[src/rtl/bnn_cfg_regbank.sv]
// rtl/bnn_cfg_regbank.sv - APB config/status bank: shadow/active BNN weights, commit FSM, result FIFO
// Optional registered interrupt output enabled by defining BNN_CFG_IRQ_EN.
module bnn_cfg_regbank #(
  parameter int N_CONV    = 3,
  parameter int CONV_W    = 5,
  parameter int N_FC      = 2,
  parameter int FC_BITS   = 108,
  parameter int RES_W     = 2,
  parameter int RES_DEPTH = 4
) (
  input  logic                     clk,
  input  logic                     rst,
  input  logic [11:0]              paddr,
  input  logic                     psel,
  input  logic                     penable,
  input  logic                     pwrite,
  input  logic [31:0]              pwdata,
  output logic [31:0]              prdata,
  output logic                     pready,
  output logic                     pslverr,
  input  logic                     bnn_busy,
  input  logic                     vad_duration,
  input  logic                     res_valid,
  input  logic [RES_W-1:0]         res_data,
  output logic [N_CONV*CONV_W-1:0] conv_wt,
  output logic [N_FC*FC_BITS-1:0]  fc_wt,
  output logic                     mfcc_wr_en,
  output logic                     commit_done,
  output logic                     irq
);

  localparam int FC_WORDS = (FC_BITS + 31) / 32;
  localparam int FC_PAD   = FC_WORDS * 32;
  localparam int PW       = (RES_DEPTH > 1) ? $clog2(RES_DEPTH) : 1;
  localparam int CW       = PW + 1;
  localparam logic [CW-1:0] DEPTH_C = CW'(RES_DEPTH);

  typedef enum logic {IDLE, PEND} state_t;
  state_t state_q, state_d;

  function automatic logic [31:0] word_mask(input int k);
    logic [31:0] m;
    m = '0;
    for (int b = 0; b < 32; b++) m[b] = ((k * 32 + b) < FC_BITS);
    return m;
  endfunction

  logic access, wr, rd;
  logic sel_ctrl, sel_status, sel_result, sel_conv, sel_fc, mapped;
  logic [5:0] conv_i, fc_j;
  logic [3:0] fc_k;
  logic ctrl_wr, commit_req, fifo_clr, load;
  logic unused_addr_lsb;

  assign access = psel & penable;
  assign wr     = access & pwrite;
  assign rd     = access & ~pwrite;

  assign sel_ctrl   = (paddr[11:2] == 10'd0);
  assign sel_status = (paddr[11:2] == 10'd1);
  assign sel_result = (paddr[11:2] == 10'd2);
  assign conv_i     = paddr[7:2];
  assign sel_conv   = (paddr[11:8] == 4'h1) && (conv_i < 6'(N_CONV));
  assign fc_j       = paddr[11:6] - 6'd8;
  assign fc_k       = paddr[5:2];
  assign sel_fc     = (paddr[11:9] == 3'b001) && (fc_j < 6'(N_FC)) && ({1'b0, fc_k} < 5'(FC_WORDS));
  assign mapped     = sel_ctrl | sel_status | sel_result | sel_conv | sel_fc;
  assign unused_addr_lsb = ^paddr[1:0];

  assign pready  = 1'b1;
  assign pslverr = access & (~mapped | (pwrite & (sel_status | sel_result)));

  assign ctrl_wr    = wr & sel_ctrl;
  assign commit_req = ctrl_wr & pwdata[1];
  assign fifo_clr   = ctrl_wr & pwdata[2];

  // Shadow FC words are padded to whole 32-bit words; bits past FC_BITS stay 0.
  logic [N_CONV*CONV_W-1:0] conv_sh;
  logic [N_FC*FC_PAD-1:0]   fc_sh;

  always_ff @(posedge clk) begin
    if (rst) begin
      conv_sh    <= '0;
      fc_sh      <= '0;
      mfcc_wr_en <= 1'b0;
    end else begin
      if (ctrl_wr) mfcc_wr_en <= pwdata[0];
      for (int i = 0; i < N_CONV; i++)
        if (wr && sel_conv && conv_i == 6'(i))
          conv_sh[i*CONV_W +: CONV_W] <= pwdata[CONV_W-1:0];
      for (int j = 0; j < N_FC; j++)
        for (int k = 0; k < FC_WORDS; k++)
          if (wr && sel_fc && fc_j == 6'(j) && fc_k == 4'(k))
            fc_sh[j*FC_PAD + k*32 +: 32] <= pwdata & word_mask(k);
    end
  end

  always_comb begin
    state_d = state_q;
    load    = 1'b0;
    case (state_q)
      IDLE: if (commit_req) begin
        if (bnn_busy) state_d = PEND;
        else          load    = 1'b1;
      end
      PEND: if (!bnn_busy) begin
        load    = 1'b1;
        state_d = IDLE;
      end
      default: state_d = IDLE;
    endcase
  end

  always_ff @(posedge clk) begin
    if (rst) begin
      state_q     <= IDLE;
      commit_done <= 1'b0;
      conv_wt     <= '0;
      fc_wt       <= '0;
    end else begin
      state_q     <= state_d;
      commit_done <= load;
      if (load) begin
        conv_wt <= conv_sh;
        for (int j = 0; j < N_FC; j++)
          fc_wt[j*FC_BITS +: FC_BITS] <= fc_sh[j*FC_PAD +: FC_BITS];
      end
    end
  end

  // Result FIFO; a full FIFO still accepts a push when the head leaves in the same cycle.
  logic [RES_W-1:0] fifo_mem [RES_DEPTH];
  logic [PW-1:0]    wr_ptr, rd_ptr;
  logic [CW-1:0]    count;
  logic             overflow, fifo_empty, fifo_full, push, pop;

  assign fifo_empty = (count == '0);
  assign fifo_full  = (count == DEPTH_C);
  assign pop        = rd & sel_result & ~fifo_empty;
  assign push       = res_valid & ~fifo_clr & (~fifo_full | pop);

  always_ff @(posedge clk) begin
    if (push) fifo_mem[wr_ptr] <= res_data;
  end

  always_ff @(posedge clk) begin
    if (rst || fifo_clr) begin
      wr_ptr   <= '0;
      rd_ptr   <= '0;
      count    <= '0;
      overflow <= 1'b0;
    end else begin
      if (push) wr_ptr <= wr_ptr + PW'(1);
      if (pop)  rd_ptr <= rd_ptr + PW'(1);
      if (push && !pop)      count <= count + CW'(1);
      else if (pop && !push) count <= count - CW'(1);
      if (res_valid && fifo_full && !pop) overflow <= 1'b1;
    end
  end

  logic irq_en_q;
`ifdef BNN_CFG_IRQ_EN
  always_ff @(posedge clk) begin
    if (rst) begin
      irq_en_q <= 1'b0;
      irq      <= 1'b0;
    end else begin
      if (ctrl_wr) irq_en_q <= pwdata[3];
      irq <= irq_en_q & (~fifo_empty | overflow);
    end
  end
`else
  assign irq_en_q = 1'b0;
  assign irq      = 1'b0;
`endif

  always_comb begin
    prdata = '0;
    if (rd) begin
      if (sel_ctrl) begin
        prdata[0] = mfcc_wr_en;
        prdata[3] = irq_en_q;
      end
      if (sel_status) begin
        prdata[0]    = (state_q == PEND);
        prdata[1]    = fifo_empty;
        prdata[2]    = fifo_full;
        prdata[3]    = overflow;
        prdata[4]    = vad_duration;
        prdata[12:8] = 5'(count);
      end
      if (sel_result && !fifo_empty) begin
        prdata[31]        = 1'b1;
        prdata[RES_W-1:0] = fifo_mem[rd_ptr];
      end
      for (int i = 0; i < N_CONV; i++)
        if (sel_conv && conv_i == 6'(i))
          prdata[CONV_W-1:0] = conv_sh[i*CONV_W +: CONV_W];
      for (int j = 0; j < N_FC; j++)
        for (int k = 0; k < FC_WORDS; k++)
          if (sel_fc && fc_j == 6'(j) && fc_k == 4'(k))
            prdata = fc_sh[j*FC_PAD + k*32 +: 32];
    end
  end

endmodule

[config.mk]
export PLATFORM = sky130hd
export DESIGN_NAME = bnn_cfg_regbank
export DESIGN_NICKNAME = d
export VERILOG_FILES = /design/src/rtl/bnn_cfg_regbank.sv
export SDC_FILE = /design/constraint.sdc
export NUM_CORES = 1
export LEC_CHECK = 0
export ABC_AREA = 1
export ABC_CLOCK_PERIOD_IN_PS = 2500
export CAP_MARGIN = 10
export CORE_MARGIN = 4
export CORE_UTILIZATION = 40
export DETAILED_ROUTE_END_ITERATION = 16
export PLACE_DENSITY = 0.68
export SLEW_MARGIN = 20
export SYNTH_ARGS = -nofsm -noshare
export SYNTH_HDL_FRONTEND = slang
export SYNTH_SLANG_ARGS = --single-unit
[constraint.sdc]
create_clock -name clk -period 2.5 [get_ports clk]
set_input_delay 0.5 -clock clk [delete_from_list [all_inputs] [get_ports clk]]
set_output_delay 0.5 -clock clk [all_outputs]
set_load 0.05 [all_outputs]
==> results.sh, run 1 <==
export IMPL_finalHoldViolations=0
export IMPL_reg2reg_to="count[2]"
export IMPL_synth_largest_area_cell="dfxtp_1"
export IMPL_fin_util_pct=57.26
export IMPL_clkSinkCount=483
export IMPL_fin_crit_ns=3.137
export IMPL_cap_viol_max_count=0
export IMPL_core_area_um2=46850
export IMPL_worst_setup_path_type="in -> out"
export IMPL_end_kind="primary output"
export IMPL_syn_inst=2404
export IMPL_cts_max_path_buffers=3
export IMPL_worstHoldStart="rst"
export IMPL_holdPathStages=4
export IMPL_syn_nets=2466
export IMPL_r2r_start="count[1]"
export IMPL_setup_violations=32
export IMPL_grt_start_max_net_pins=129
export IMPL_grt_busiest_layer="met1"
export IMPL_die_h_um=226.5
export IMPL_failed_checks="setup timing"
export IMPL_io_pins=322
export IMPL_grt_pass1_vias=16950
export IMPL_grt_use_total_pct=25.71
export IMPL_hold_end="fc_sh[133]"
export IMPL_met2_usage_pct=37.84
export IMPL_clk_pin_slew_ns=0.06
export IMPL_met3_usage_pct=6.189
export IMPL_synth_top_area_share_pct=49.82
export IMPL_use_met1_pct=38.01
export IMPL_clock_fmax_mhz=318.8
export IMPL_cp_required_ns=2.00
export IMPL_ant_nets=0
export IMPL_worst_pin_slew_ns=0.7677
export IMPL_drtIter0Drc=1666
export IMPL_fp_dieW_um=226.5
export IMPL_vias=18240
export IMPL_overflow=0
export IMPL_drv_slew=0
export IMPL_hp_class="in -> reg"
export IMPL_drt_pass1_iterations=6
export IMPL_place_inst=3324
export IMPL_max_slew_margin_pct=48.66
export IMPL_die_area_um2=51280
export IMPL_synth_area_leaders="dfxtp_1, a21oi_1, o21ai_0, inv_1, a211oi_1"
export IMPL_power_leakage_nw=10.07
export IMPL_timing_final_crit_share_pct=125.5
export IMPL_start_util_pct=40.74
export IMPL_grt_pass1_wl_mm=102.6
export IMPL_place_gp_congestion=0.9447
export IMPL_finalNetCount=2851
export IMPL_drc=0
export IMPL_area_delta_synth_final_pct=40.55
export IMPL_wire_per_inst_um=19.98
export IMPL_reg2reg_depth=14
export IMPL_p_per_area_nw_per_um2=597.0
export IMPL_numCtsBuffers=49
export IMPL_h_tree_depth=2
export IMPL_instances_no_fill=3435
export IMPL_rrSetupSlack_ns=0.27
export IMPL_timing_hold_ws_ns=0.3993
export IMPL_ir_drop_uv=440.0
export IMPL_routed_wl_mm=68.63
export IMPL_drive_above_1_share_pct=17.33
export IMPL_finalWorstSetupSlack_ns=-0.6371
export IMPL_finalClockSkew_ns=0.02277
export IMPL_ys_ff_latch=483
export IMPL_vias_per_cell=5.309
export IMPL_synth_ff_type="dfxtp_1"
export IMPL_outcome="complete, but fails checks"
export IMPL_io_buffers=317
export IMPL_syn_mean_instance_area_um2=7.940
export IMPL_netlist_area_um2=19090
export IMPL_synthDistinctLibCells=36
export IMPL_placed_cell_area_um2=24260
export IMPL_clk_latency_ns=0.59
export IMPL_cts_root_buf="clkbuf_16"
export IMPL_yosys_warnings=0
export IMPL_synth_edff_count=8
export IMPL_pre_cts_ws_ns=-1.344
export IMPL_postLayoutCellArea_um2=26830
export IMPL_ys_seq_area_share_pct=51.07
export IMPL_async_flop_share_pct=0
export IMPL_antenna_found_initial=1
export IMPL_rows=79
export IMPL_dpl_hpwl_mm=49.60
export IMPL_rsz0062_at_grt="yes"
export IMPL_worstPathArrival_ns=2.64
export IMPL_critPathMaxFanout=14
export IMPL_start_kind="input port"
export IMPL_cts_tree="yes"
==> cells by family after synthesis <==
kind of cell	share of synthesized area (%)
compound gates	28.10
other cells	0.03934
flops	51.07
fa+ha+maj	0.5637
buf+inv	11.06
simple gates	9.118
xor+xnor	0.04589
==> metrics by stage <==
stage / power [mW] / setup TNS [ns]
CTS: 16.08 / -19.79
floorplan: 8.221 / -1.939
finish: 16.02 / -17.12
detailed placement: 8.597 / -303.19
global route: 16.46 / -20.76
global placement: 8.587 / -293.83
==> Yosys cell counts, types with 9 or more instances <==
| cell | n |
|---|---|
| o21ai_1 | 115 |
| nor2_2 | 9 |
| nand2_1 | 167 |
| a211oi_1 | 126 |
| clkbuf_1 | 98 |
| o221ai_1 | 20 |
| inv_1 | 334 |
| dfxtp_1 | 475 |
| inv_2 | 10 |
| nand3_1 | 39 |
| buf_6 | 11 |
| a21oi_1 | 379 |
| o21ai_0 | 311 |
| buf_2 | 55 |
| nor2_1 | 174 |
| a21oi_2 | 16 |
| nand4_1 | 11 |
==> worst max-delay path by stage <==
stage / start / endpoint / slack, ns / cells past startpoint
after CTS: paddr[10] / prdata[11] / -0.68 / 20
after floorplan: paddr[10] / prdata[5] / -0.24 / 11
after detailed placement: paddr[9] / prdata[5] / -1.34 / 15
after global placement: paddr[10] / prdata[30] / -1.35 / 17
final: paddr[10] / prdata[7] / -0.64 / 16
after global routing: paddr[10] / prdata[11] / -0.73 / 20
==> what timing repair did <==
action | CTS | global route
pin swaps | 27 | 24
setup endpoints to repair | 190 | 59
gates resized for setup | 155 | 74
hold buffers | 0 | 0
buffers inserted | 11 | 3
cloned | 3 | 5
==> area by class of cell <==
cell class                 instances  area (um2)
sequential                       483        9749
timing repair buffer             503        5439
clock buffer                      70        1456
clock inverter                    19       201.4
antenna                            1       2.502
multi-input combinational       1407        7884
inverter                         344        1330
timing repair inverter             1       7.507
tap                              607       759.5
fill                            4205       20020
==> where the power goes <==
group,total (mW),switching (mW),internal [mW]
Sequential,7.75,0.0127,7.74
Clock,7.53,3.15,4.38
Combinational,0.734,0.459,0.275
Total,16.0,3.62,12.4
==> state kept, by name (all words and copies together), names as in the netlist, named ones only <==
| register | cells |
|---|---|
| fc_sh | 216 |
| fc_wt | 216 |
| conv_sh | 15 |
| conv_wt | 15 |
| fifo_mem | 8 |
| count | 3 |
| rd_ptr | 2 |
| wr_ptr | 2 |
| commit_done | 1 |
| mfcc_wr_en | 1 |
| overflow | 1 |
| state_q | 1 |
==> worst max-delay path, stage by stage <==
cell,delay (ns)
buf_12,0.09
inv_12,0.03
ha_4,0.15
nor2_4,0.10
buf_6,0.11
nand3_4,0.06
nor2_4,0.22
buf_12,0.16
nand3_2,0.14
buf_6,0.23
o21ai_1,0.10
o21ai_1,0.13
nand2_1,0.13
nand3_2,0.13
a21oi_4,0.20
buf_12,0.16
==> metal layers <==
layer  up-vias  wire (um)
met4         0       1727
met5         -          0
met1      8541      31040
met3        97       6492
li1       8853          -
met2       747      29370
==> placed cells by master, fill, tap and decap left out, drive strengths merged, types with 3 or more instances in the layout <==
master | synthesis | layout
dfxtp | 475 | 475
o21ai | 426 | 426
a21oi | 395 | 395
inv | 344 | 345
clkdlybuf4s50 | 0 | 273
buf | 72 | 223
nor2 | 187 | 187
nand2 | 169 | 169
a211oi | 127 | 127
clkbuf | 98 | 74
nand3 | 40 | 40
o221ai | 20 | 20
nand4 | 11 | 11
clkinv | 0 | 10
edfxtp | 8 | 8
nor3 | 8 | 8
ha | 7 | 7
clkinvlp | 0 | 6
a31oi | 3 | 3
bufinv | 0 | 3
o22ai | 3 | 3
No activity file was read; power rests on OpenSTA's default activity.
==> run 2, diff against run 1 <==
- CELL_PAD_IN_SITES_DETAIL_PLACEMENT: default -> 1
- CELL_PAD_IN_SITES_GLOBAL_PLACEMENT: default -> 1
- CORE_UTILIZATION: 40 -> 35
- PLACE_DENSITY: 0.68 -> default
- PLACE_DENSITY_LB_ADDON: default -> 0.1
==> run 2 against run 1 <==
Against the previous run: worst setup slack improved by 0.084 ns; utilization shrank 5.8 points; sequential cell count did not move; sequential share of layout area fell by 1.2 points; clock skew shrank 0.011 ns; clock power grew 13%; critical path depth is 1 higher; count of clock-buffer cells in the layout up 15; highest routed layer unchanged; first-iteration DRC count down 22%; the run still ends with setup timing left; combinational power grew 3.7%; critical endpoint is now prdata[23].
==> results.sh, run 2 (synthesized netlist as in run 1, its figures left out) <==
export IMPL_setup_violations=32
export IMPL_drt_pass1_iterations=6
export IMPL_path_cells="buf_8 > inv_8 > ha_4 > nor2_4 > nand3_4 > nor2_4 > buf_6 > nand2_4 > nor2_4 > inv_4 > buf_12 > o221ai_4 > nand2_2 > nand2_4 > o21ai_2 > inv_2 > buf_12"
export IMPL_overflow=0
export IMPL_seqPwrFrac_pct=45.5
export IMPL_p_per_area_nw_per_um2=614.8
export IMPL_fin_util_pct=51.42
export IMPL_die_area_um2=58340
export IMPL_r2r_start="count[0]"
export IMPL_hp_class="in -> reg"
export IMPL_drtIter0Drc=1304
export IMPL_crit_slowest_cell="nor2_4"
export IMPL_p_total_mw=17.05
export IMPL_timing_final_crit_share_pct=122.1
export IMPL_dpl_hpwl_mm=55.24
export IMPL_failed_checks="setup timing"
export IMPL_finalNetCount=2869
export IMPL_cts_root_buf="clkbuf_16"
export IMPL_switchingPower_mw=3.794
export IMPL_grt_pass1_vias=18800
export IMPL_worstHoldStart="rst"
export IMPL_hold_end="fc_wt[152]"
export IMPL_start_kind="input port"
export IMPL_holdPathStages=4
export IMPL_power_leakage_nw=10.42
export IMPL_finalClockSkew_ns=0.01150
export IMPL_start_util_pct=35.40
export IMPL_area_delta_synth_final_pct=45.25
export IMPL_cpPeakStageDelay_ns=0.21
export IMPL_clock_fmax_mhz=327.5
export IMPL_layout_cells_most_common="dfxtp_1"
export IMPL_cap_viol_max_count=0
export IMPL_clk_latency_ns=0.60
export IMPL_h_tree_depth=2
export IMPL_reg_top3="fc_sh: 216 flops, fc_wt: 216 flops"
export IMPL_clkSinkCount=483
export IMPL_worst_pin_slew_ns=0.8791
export IMPL_rsz0062_at_grt="yes"
export IMPL_drive_above_1_share_pct=20.29
export IMPL_die_h_um=241.5
export IMPL_final_cell_mix="dfxtp_1, a21oi_1, inv_1, o21ai_0, clkdlybuf4s50_1"
export IMPL_reg2reg_depth=13
export IMPL_outcome="complete, but fails checks"
export IMPL_rrSetupSlack_ns=0.37
export IMPL_pwr_share_comb_pct=4.5
export IMPL_wire_per_inst_um=22.05
export IMPL_pre_cts_ws_ns=-1.339
export IMPL_swShare_pct=22.26
export IMPL_cpMostUsedCell="nor2_4"
export IMPL_rows=85
export IMPL_clock_power_share_pct=50.0
export IMPL_ant_nets=0
export IMPL_critPathMaxFanout=10
export IMPL_place_inst=3418
export IMPL_grt_use_total_pct=25.61
export IMPL_vias_per_cell=5.231
export IMPL_grt_pass1_wl_mm=117.1
export IMPL_finalWorstSetupSlack_ns=-0.5533
export IMPL_instances_no_fill=3547
export IMPL_cts_tree="yes"
export IMPL_core_area_um2=53920
export IMPL_fp_dieW_um=241.5
export IMPL_drv_slew=0
export IMPL_io_buffers=317
export IMPL_p_int_mw=13.25
export IMPL_antenna_found_initial=1
export IMPL_cp_required_ns=2.00
export IMPL_routed_wl_mm=78.20
export IMPL_numCtsBuffers=55
export IMPL_fin_crit_ns=3.053
export IMPL_max_slew_margin_pct=41.40
export IMPL_clk_pin_slew_ns=0.06
export IMPL_place_gp_congestion=0.9082
export IMPL_io_pins=322
export IMPL_reg2reg_to="count[2]"
export IMPL_cts_max_path_buffers=3
export IMPL_vias=18560
export IMPL_finalHoldViolations=0
export IMPL_drc=0
export IMPL_grt_start_max_net_pins=129
export IMPL_worstPathArrival_ns=2.55
export IMPL_ir_drop_uv=496.2
export IMPL_worst_setup_path_type="in -> out"
export IMPL_end_kind="primary output"
run 2: cell count changes in the layout (fill, tap and decap cells not counted), sizes merged:
cell           delta
buf              +19
bufbuf            +1
bufinv            +3
clkbuf           +11
clkdlybuf4s15     -2
clkdlybuf4s50     -2
clkinv            -5
clkinvlp          -2
diode             +2
dlygate4sd2       -1
dlymetal6s2s      +2
inv               -3
run 2: per-stage QoR:
stage / hold WS, ns / setup TNS (ns) / cell area [um2]
detailed placement: 0.4610 / -298.44 / 24400
global placement: 0.4523 / -254.43 / 24400
finish: 0.4108 / -15.46 / 27730
global route: 0.4251 / -18.49 / 27720
CTS: 0.3979 / -17.35 / 27350
floorplan: 0.4308 / -1.939 / 19230
run 2: worst max path at each step:
stage               from         end  slack (ns)  cells past startpoint
2_1_floorplan  paddr[10]   prdata[5]       -0.24                     11
3_3_place_gp   paddr[10]   prdata[4]       -1.31                     18
3_5_place_dp   paddr[10]   prdata[4]       -1.34                     18
4_1_cts        paddr[10]  prdata[11]       -0.60                     19
5_1_grt         paddr[9]  prdata[11]       -0.68                     19
6_report        paddr[9]  prdata[23]       -0.55                     17
run 2: final cells by class:
cell class,count,area [um2]
diodes,3,7.507
repair buffers,516,5582
well taps,696,870.8
flip-flops and latches,483,9753
clock inverters,13,220.2
multi-input cells,1407,8258
clock buffers,85,1692
fillers,6203,26190
inverters,344,1344
run 2: per-layer routing:
| metal | vias to the layer above | wire length, um | GRT usage (%) |
|---|---|---|---|
| li1 | 8870 | - | - |
| met1 | 9108 | 37440 | 36.98 |
| met2 | 468 | 34650 | 39.80 |
| met3 | 109 | 4049 | 4.276 |
| met4 | 0 | 2062 | 6.932 |
| met5 | - | 0 | 0 |
run 2: what timing repair did:
action                     4_1_cts  5_1_grt
hold buffers                     0        0
buffers inserted                16       11
gates cloned                     5        0
pin swaps                       66       56
resized for setup              246      101
setup endpoints to repair      204       51
run 2: power by group through the flow:
stage / logic [mW] / clock network [mW] / registers [mW]
2_1_floorplan: 0.294 / 0 / 7.93
3_5_place_dp: 0.677 / 0 / 7.93
4_1_cts: 0.721 / 8.67 / 7.76
3_3_place_gp: 0.658 / 0 / 7.93
6_report: 0.761 / 8.52 / 7.76
5_1_grt: 0.814 / 9.01 / 7.76
run 2: worst max-delay path, delay by kind of cell:
| kind | cells | cell delay (ns) |
|---|---|---|
| AND/OR/NAND/NOR | 7 | 0.87 |
| buffers and inverters | 7 | 0.73 |
| AO/OA/AOI/OAI | 2 | 0.27 |
| adder cells (fa/ha/maj) | 1 | 0.16 |
==> variant (settings of run 1) <==
The parameter `RES_DEPTH` goes from 4 to 8.
--- a/src/rtl/bnn_cfg_regbank.sv
+++ b/src/rtl/bnn_cfg_regbank.sv
@@ -6,7 +6,7 @@
   parameter int N_FC      = 2,
   parameter int FC_BITS   = 108,
   parameter int RES_W     = 2,
-  parameter int RES_DEPTH = 4
+  parameter int RES_DEPTH = 8
 ) (
   input  logic                     clk,
   input  logic                     rst,
Function: not settled (the Yosys comparison gave no result); the edit may change what the design does.
==> variant against run 1 <==
- the flow still finishes with violations (negative setup slack)
- synthesized area rose by 3.4%
- critical path type unchanged
- sequential cell count rose by 12
- cell area rose by 3.7%
- power rose by 2.8%
- synthesized cell count rose by 3.2%
- setup slack got worse by 0.042 ns
- core utilization fell by 0.30 points
- wire length rose by 3.4%
==> variant: results (changes against run 1) <==
* CP delay by family, top: simple AND/OR/NAND/NOR gates
* Worst-case reg-to-reg path depth at 22 (+8)
* First-iteration detailed-routing DRC count at 1914 (+15%)
* Number of enable flip-flop cells after synthesis at 16 (+8)
* Number of setup buffers added after CTS at 15 (+4)
* Detailed-route wire length at 70900 um (+3.4%)
* R2r setup slk at 0.03 ns (-0.24 ns)
* Pre-CTS setup slack at -1.23 ns (+0.110 ns)
* Part of the Yosys area used for sequential elements at 51.0% (-0.070 points)
* Metal3 WL at 6420 um (-1.1%)
* Weighted congestion reported at the end of routability-driven placement at 0.967 (+2.3%)
* GR met1 Demand/Resource at 37.0% (-1.0 points)
* Largest net degree at the start of global routing at 218 (+69%)
* Largest registers: fc_sh (216), fc_wt (216), fifo_mem (16)
* Wire length on met1 at 32200 um (+3.8%)
* Static leakage at 10.5 nW (+4.7%)
* Count of nets after finishing at 2921 (+2.5%)
* Worst setup slack after layout at -0.679 ns (-0.0422 ns)
* Cell count after placement at 3444 (+3.6%)
* Clock tree sinks at 495 (+2.5%)
* Data arrival time of the critical path at 2.68 ns (+0.04 ns)
* Total via count in the routed design at 19000 (+4.2%)
* Outcome: complete, but fails checks
* Violated checks: negative setup slack
* Wire length of the first global-routing pass at 106000 um (+3.5%)
* Area fraction in compound gates after synthesis at 26.5% (-1.6 points)
* Number of global-route vias before repair at 17500 (+3.2%)
* Capturing element of the worst setup path: prdata[8]
* Worst R2R End: count[3]$_SDFFE_PP0P_
* Gate Count Post-Synth at 2481 (+3.2%)
* Total negative slack at -19.13 ns (-2.01 ns)
* Final number of setup-violating endpoints at 33 (+3.1%)
* Per-cell via count in the routed design at 5.33 (+0.36%)
* Number of buffers added by the clock tree synthesis step at 50 (+2.0%)
* Largest stage delay on the critical path at 0.31 ns (+0.08 ns)
==> variant: worst min-delay path by stage <==
stage,depth (start not counted),end,start
detailed placement,2,fc_wt[143]$_SDFFE_PP0P_,fc_sh[163]$_SDFFE_PP0P_
CTS,4,fc_wt[121]$_SDFFE_PP0P_,rst
global route,4,fc_wt[94]$_SDFFE_PP0P_,rst
global placement,2,rd_ptr[1]$_SDFFE_PP0P_,rd_ptr[1]$_SDFFE_PP0P_
finish,4,fc_wt[121]$_SDFFE_PP0P_,rst
floorplan,2,overflow$_SDFFE_PP0P_,overflow$_SDFFE_PP0P_
==> variant: final cells by class <==
class,instances,area (um^2)
flip-flops and latches,495,10100
diodes,4,10.0
repair buffers,509,5380
clock inverters,24,260
inverters,344,1350
multi-input cells,1459,8470
clock buffers,69,1450
fillers,4329,21000
well taps,664,831
==> variant: report_power, final <==
part / leakage [nW] / switching [mW] / internal (mW)
clock: 0.835 / 3.27 / 4.48
combinational: 5.70 / 0.476 / 0.282
sequential: 4.00 / 0.0130 / 7.95
